**src/rtl/pmem_write_buffer_if.sv**
```systemverilog
// pmem_write_buffer_if: L2-side and physical-memory-side signals of the write buffer.
interface pmem_write_buffer_if;
  logic mem_read, mem_write, mem_resp, pmem_read, pmem_write, pmem_resp;
  logic [15:0] mem_address, pmem_address;
  logic [127:0] mem_wdata, mem_rdata, pmem_wdata, pmem_rdata;
  modport slave (
    input mem_read, mem_write, mem_address, mem_wdata, pmem_resp, pmem_rdata,
    output mem_resp, mem_rdata, pmem_read, pmem_write, pmem_address, pmem_wdata
  );
  modport master (
    output mem_read, mem_write, mem_address, mem_wdata, pmem_resp, pmem_rdata,
    input mem_resp, mem_rdata, pmem_read, pmem_write, pmem_address, pmem_wdata
  );
endinterface

```
**src/rtl/pmem_write_buffer.sv**
```systemverilog
// pmem_write_buffer: coalescing FIFO of line writebacks between L2 and physical memory.
// Define PMEM_WBUF_FWD_EN to serve read hits straight from the buffer.
module pmem_write_buffer #(
  parameter int DEPTH = 4
) (
  input logic clk,
  input logic rst_n,
  pmem_write_buffer_if.slave bus
);
  localparam int PW = $clog2(DEPTH);
  localparam logic [PW:0] FULL = (PW+1)'(DEPTH);
  typedef enum logic [1:0] {IDLE, READ_MEM, DRAIN, RESP} state_t;
  state_t state, state_n;
  logic [15:0] addr [DEPTH];
  logic [127:0] data [DEPTH];
  logic [DEPTH-1:0] valid;
  logic [PW-1:0] head, tail, hit_idx;
  logic [PW:0] count;
  logic [127:0] rdata;
  logic hit, do_coal, do_enq, do_pop, ld_pmem;
`ifdef PMEM_WBUF_FWD_EN
  logic ld_fwd;
`endif
  // Coalescing keeps addresses unique, so at most one entry can match.
  always_comb begin
    hit = 1'b0;
    hit_idx = '0;
    for (int i = 0; i < DEPTH; i++)
      if (valid[i] && addr[i] == bus.mem_address) begin
        hit = 1'b1;
        hit_idx = PW'(i);
      end
  end
  always_comb begin
    state_n = state;
    do_coal = 1'b0;
    do_enq = 1'b0;
    do_pop = 1'b0;
    ld_pmem = 1'b0;
`ifdef PMEM_WBUF_FWD_EN
    ld_fwd = 1'b0;
`endif
    case (state)
      IDLE:
        if (bus.mem_read) begin
`ifdef PMEM_WBUF_FWD_EN
          ld_fwd = hit;
          state_n = hit ? RESP : READ_MEM;
`else
          state_n = hit ? DRAIN : READ_MEM;
`endif
        end else if (bus.mem_write) begin
          do_coal = hit;
          do_enq = !hit && count != FULL;
          state_n = (hit || count != FULL) ? RESP : DRAIN;
        end else if (count != '0) state_n = DRAIN;
      READ_MEM: begin
        ld_pmem = bus.pmem_resp;
        state_n = bus.pmem_resp ? RESP : READ_MEM;
      end
      DRAIN: begin
        do_pop = bus.pmem_resp;
        state_n = bus.pmem_resp ? IDLE : DRAIN;
      end
      default: state_n = IDLE;
    endcase
  end
  always_ff @(posedge clk or negedge rst_n)
    if (!rst_n) state <= IDLE;
    else state <= state_n;
  always_ff @(posedge clk or negedge rst_n) begin
    if (!rst_n) begin
      valid <= '0;
      head <= '0;
      tail <= '0;
      count <= '0;
      rdata <= '0;
    end else begin
      if (do_enq) begin
        valid[tail] <= 1'b1;
        tail <= tail + 1'b1;
        count <= count + 1'b1;
      end
      if (do_pop) begin
        valid[head] <= 1'b0;
        head <= head + 1'b1;
        count <= count - 1'b1;
      end
      if (ld_pmem) rdata <= bus.pmem_rdata;
`ifdef PMEM_WBUF_FWD_EN
      if (ld_fwd) rdata <= data[hit_idx];
`endif
    end
  end
  // Payload storage needs no reset: valid bits gate every use.
  always_ff @(posedge clk) begin
    if (do_coal) data[hit_idx] <= bus.mem_wdata;
    if (do_enq) begin
      addr[tail] <= bus.mem_address;
      data[tail] <= bus.mem_wdata;
    end
  end
  assign bus.mem_resp = state == RESP;
  assign bus.mem_rdata = rdata;
  assign bus.pmem_read = state == READ_MEM;
  assign bus.pmem_write = state == DRAIN;
  assign bus.pmem_address = state == READ_MEM ? bus.mem_address : state == DRAIN ? addr[head] : '0;
  assign bus.pmem_wdata = state == DRAIN ? data[head] : '0;
endmodule

```
**src/flat_wrapper.sv**
```systemverilog
// flat-port wrapper written by rule: the top's interface ports become plain ports
module pmem_write_buffer_flat 
#(
  parameter int DEPTH = 4
)
  (clk, rst_n, bus_mem_read, bus_mem_write, bus_mem_address, bus_mem_wdata, bus_pmem_resp, bus_pmem_rdata, bus_mem_resp, bus_mem_rdata, bus_pmem_read, bus_pmem_write, bus_pmem_address, bus_pmem_wdata);
  pmem_write_buffer_if bus_i ();
  input logic clk;
  input logic rst_n;
  input wire logic [$bits(bus_i.mem_read)-1:0] bus_mem_read;
  input wire logic [$bits(bus_i.mem_write)-1:0] bus_mem_write;
  input wire logic [$bits(bus_i.mem_address)-1:0] bus_mem_address;
  input wire logic [$bits(bus_i.mem_wdata)-1:0] bus_mem_wdata;
  input wire logic [$bits(bus_i.pmem_resp)-1:0] bus_pmem_resp;
  input wire logic [$bits(bus_i.pmem_rdata)-1:0] bus_pmem_rdata;
  output wire logic [$bits(bus_i.mem_resp)-1:0] bus_mem_resp;
  output wire logic [$bits(bus_i.mem_rdata)-1:0] bus_mem_rdata;
  output wire logic [$bits(bus_i.pmem_read)-1:0] bus_pmem_read;
  output wire logic [$bits(bus_i.pmem_write)-1:0] bus_pmem_write;
  output wire logic [$bits(bus_i.pmem_address)-1:0] bus_pmem_address;
  output wire logic [$bits(bus_i.pmem_wdata)-1:0] bus_pmem_wdata;
  assign bus_i.mem_read = bus_mem_read;
  assign bus_i.mem_write = bus_mem_write;
  assign bus_i.mem_address = bus_mem_address;
  assign bus_i.mem_wdata = bus_mem_wdata;
  assign bus_i.pmem_resp = bus_pmem_resp;
  assign bus_i.pmem_rdata = bus_pmem_rdata;
  assign bus_mem_resp = bus_i.mem_resp;
  assign bus_mem_rdata = bus_i.mem_rdata;
  assign bus_pmem_read = bus_i.pmem_read;
  assign bus_pmem_write = bus_i.pmem_write;
  assign bus_pmem_address = bus_i.pmem_address;
  assign bus_pmem_wdata = bus_i.pmem_wdata;
  pmem_write_buffer #(.DEPTH(DEPTH)) u_core (.clk(clk), .rst_n(rst_n), .bus(bus_i));
endmodule
```
**config.mk**
```make
export PLATFORM = sky130hd
export DESIGN_NAME = pmem_write_buffer_flat
export DESIGN_NICKNAME = d
export VERILOG_FILES = /design/src/rtl/pmem_write_buffer_if.sv /design/src/rtl/pmem_write_buffer.sv /design/src/flat_wrapper.sv
export SDC_FILE = /design/constraint.sdc
export NUM_CORES = 1
export LEC_CHECK = 0
export BUFFER_PORTS_ARGS = -buffer_cell sky130_fd_sc_hd__buf_4
export CAP_MARGIN = 20
export CELL_PAD_IN_SITES_DETAIL_PLACEMENT = 2
export CELL_PAD_IN_SITES_GLOBAL_PLACEMENT = 2
export CORE_MARGIN = 1
export CORE_UTILIZATION = 42
export CTS_BUF_LIST = sky130_fd_sc_hd__clkbuf_4
export CTS_CLUSTER_SIZE = 10
export DETAILED_ROUTE_END_ITERATION = 6
export PLACE_DENSITY = 0.79
export SLEW_MARGIN = 15
export SYNTH_ARGS = -nofsm -noshare
export SYNTH_HDL_FRONTEND = slang
export SYNTH_SLANG_ARGS = --single-unit
```
**constraint.sdc**
```tcl
create_clock -name clk -period 14.55 [get_ports clk]
set_input_delay 3.6375 -clock clk [delete_from_list [all_inputs] [get_ports clk]]
set_output_delay 3.6375 -clock clk [all_outputs]
set_load 0.02 [all_outputs]
```
==> flow_summary_export.csv <==
group,metric,value,unit
pwr,comb_power_share,0.343,
worst_setup_path,end_kind,"output port",
clocking,cts_buffers,190,
global_routing,grt_pass1_wl,130000,µm
worst_setup_path,path_class,"flop to output port",
die,core,0.0670,mm²
global_routing,grt_max_degree,129,
routing,ant_nets,0,
sta,rsz0062_at_grt,"no",
clocking,htreeDepth,4,
hold_path,hold_path.class,"flop to flop",
placed_design,gp_congestion,0.856,
finish,final_common_cell,"edfxtp_1",
worst_setup_path,arrival,4.45,ns
global_routing,antenna_found_initial,20,
worst_setup_path,crit_start,"u_core.head[0]",
flow_run,max_cap_violations,0,
clocking,clkLatencyLatePin,1.01,ns
logic_synthesis,synthesis.area,0.0284,mm²
finish,fin_cells,3150,
die,dieArea,0.0687,mm²
sta,slew_violations,0,
logic_synthesis,yosys_warnings,0,
clocking,clock_sinks,717,
die,design.portCount,552,
global_routing,grt_usage,0.262,
pwr,swShare,0.341,
sta,hold_viol,0,
worst_setup_path,endpoint,"bus_pmem_wdata[69]",
clocking,cts_tree,"done",
die,num_rows,95,
sta,tightest_slew,1.10,ns
clocking,root_buffer,"clkbuf_4",
clocking,clock_path_buffers,3,
pwr,p_sw,2.35,mW
die,initial_utilization,0.424,
logic_synthesis,syn_area_per_cell,19.8,µm²
finish,fin_area,0.0361,mm²
routing,vias,16700,
global_routing,gr-total-overflow,0,
die,die_w,262,µm
placed_design,io_buffers,551,
sta,tns,0,ns
logic_synthesis,synthArstFlopShare,0.197,
worst_setup_path,r2r_start,"u_core.addr[0][14]",
worst_setup_path,rrSetupSlack,10.34,ns
clocking,post_cts_hold_buffer_count,0,
routing,vias_per_cell,5.30,
logic_synthesis,ys_ff_latch,717,
clocking,postCtsSetupRepairBufs,0,
worst_setup_path,start_kind,"flop",
sta,layout_setup_ws,6.46,ns
run_status,status,"finished clean",
global_routing,grt_pass1_vias,19000,
clocking,path_clk_slew,0.06,ns
logic_synthesis,synth_cell_types,58,
logic_synthesis,syn_nets,1722,
routing,drt_iter0_drc,947,
worst_setup_path,cp_max_fo,43,
sta,max-slew-margin-rel,0.268,
routing,drt_wl_total,90600,µm
sta,finalCritPeriodShare,0.556,
finish,layout_common_cells,"edfxtp_1, buf_4, clkbuf_4, mux4_2, dfrtp_1",
pwr,irDropWorstVdd,0.0951,mV
finish,final_nets,2404,
placed_design,placedCellCount,2799,
worst_setup_path,r2r_end,"u_core.data[0][47]",
worst_setup_path,worstPathRequired,10.91,ns
logic_synthesis,synth_edf_count,576,
logic_synthesis,synth_cells,1436,
worst_setup_path,reg2reg_depth,7,
routing,drt-pass1-iter-count,5,
pwr,seqPwrFrac,0.392,
pwr,p_int,4.54,mW
pwr,p_per_area,191,mW/mm²
logic_synthesis,synth_flop_cell,"edfxtp_1",
logic_synthesis,ys_seq_area_frac,0.733,
routing,wire_per_inst,28.8,µm
sta,fin_worst_skew,0.0925,ns
placed_design,dp_slack,6.66,ns
sta,fmax,0.124,GHz
sta,period_minus_slack,8.09,ns
die,die_h,262,µm
routing,drc_errors,0,
clocking,cts_resized,0,
finish,drive_gt1_frac,0.515,
finish,syn_to_final_growth,27.0,%
placed_design,dpl-instance-area,0.0336,mm²
pwr,p_clk_frac,0.264,
pwr,leakagePower,13.6,nW
placed_design,place_hpwl,58200,µm
sta,finalSetupViolCount,0,
[stage by stage]
stage               total power, mW  hold WS, ns   util
floorplan                      4.09        0.508      -
CTS                            7.01        0.510  0.538
finish                         6.89        0.504  0.538
global placement               5.03        0.488  0.500
global route                   7.22        0.526  0.538
detailed placement             5.12        0.495  0.501
[registers in the layout, indices dropped and copies added (netlist names)]
| name | count |
|---|---|
| u_core.state | 2 |
| u_core.count | 3 |
| u_core.data | 512 |
| u_core.bus.mem_rdata | 128 |
| u_core.head | 2 |
| u_core.addr | 64 |
| u_core.tail | 2 |
| u_core.valid | 4 |
[power groups by stage]
stage / registers, mW / logic (mW) / clock network (mW)
2_1_floorplan: 2.88 / 1.21 / 0
3_3_place_gp: 2.71 / 2.31 / 0
3_5_place_dp: 2.75 / 2.37 / 0
4_1_cts: 2.71 / 2.41 / 1.89
5_1_grt: 2.74 / 2.51 / 1.97
6_report: 2.71 / 2.37 / 1.82
[synthesized netlist by cell type, types with 8 or more instances]
cell type,count,area [µm²]
a22o_1,15,131
xnor2_1,37,324
xor2_1,27,236
or4_1,10,75.1
clkbuf_1,55,206
buf_1,18,67.6
and2_1,132,826
nand2_1,13,48.8
inv_1,10,37.5
dfrtp_1,141,3530
mux4_2,144,3240
nor2_1,15,56.3
edfxtp_1,576,17300
ha_1,8,100
mux2_2,129,1450
nand3_1,9,45.0
nand4_1,11,68.8
[critical path: stages, from the launching register on]
cell and delay [ns]:
dfrtp_4 0.86, buf_4 0.75, buf_4 0.84, mux4_2 0.62, and2_1 0.21, buf_4 0.17
[cell families after synthesis]
family | synth area share
buffers and inverters | 0.0135
muxes | 0.166
AOI/OAI and AO/OA | 0.0136
xor gates and xnor gates | 0.0203
and+or+nand+nor | 0.0498
adders and majority gates | 0.00423
DFF | 0.733
[worst min path at each step]
stage	startpoint	to	slack, ns	cells past startpoint
finish	u_core.bus.mem_rdata[110]	u_core.bus.mem_rdata[110]	0.50	1
global route	u_core.bus.mem_rdata[110]	u_core.bus.mem_rdata[110]	0.53	1
CTS	u_core.bus.mem_rdata[110]	u_core.bus.mem_rdata[110]	0.51	1
detailed placement	u_core.bus.mem_rdata[110]	u_core.bus.mem_rdata[110]	0.50	1
global placement	u_core.bus.mem_rdata[36]	u_core.bus.mem_rdata[36]	0.49	1
floorplan	u_core.valid[0]	u_core.valid[0]	0.51	2
[per-layer routing]
metal  track usage  share of wire  vias to the layer above  wire [µm]
met5             0         0.0015                        -        137
li1              -              -                     7147          -
met4         0.106          0.028                       18       2560
met1         0.292           0.36                     8741      32500
met3        0.0893          0.079                      147       7180
met2         0.459           0.53                      652      48200
[area by class of cell]
class | count | area [µm²]
clock buffers | 283 | 2120
clock inverters | 56 | 329
multi-input cells | 627 | 7270
well taps | 873 | 1090
inverters | 10 | 37.5
diodes | 12 | 30.0
fillers | 5936 | 31000
flip-flops and latches | 717 | 20800
repair buffers | 572 | 4380
Note: power is estimated with default switching activity, not from simulation.
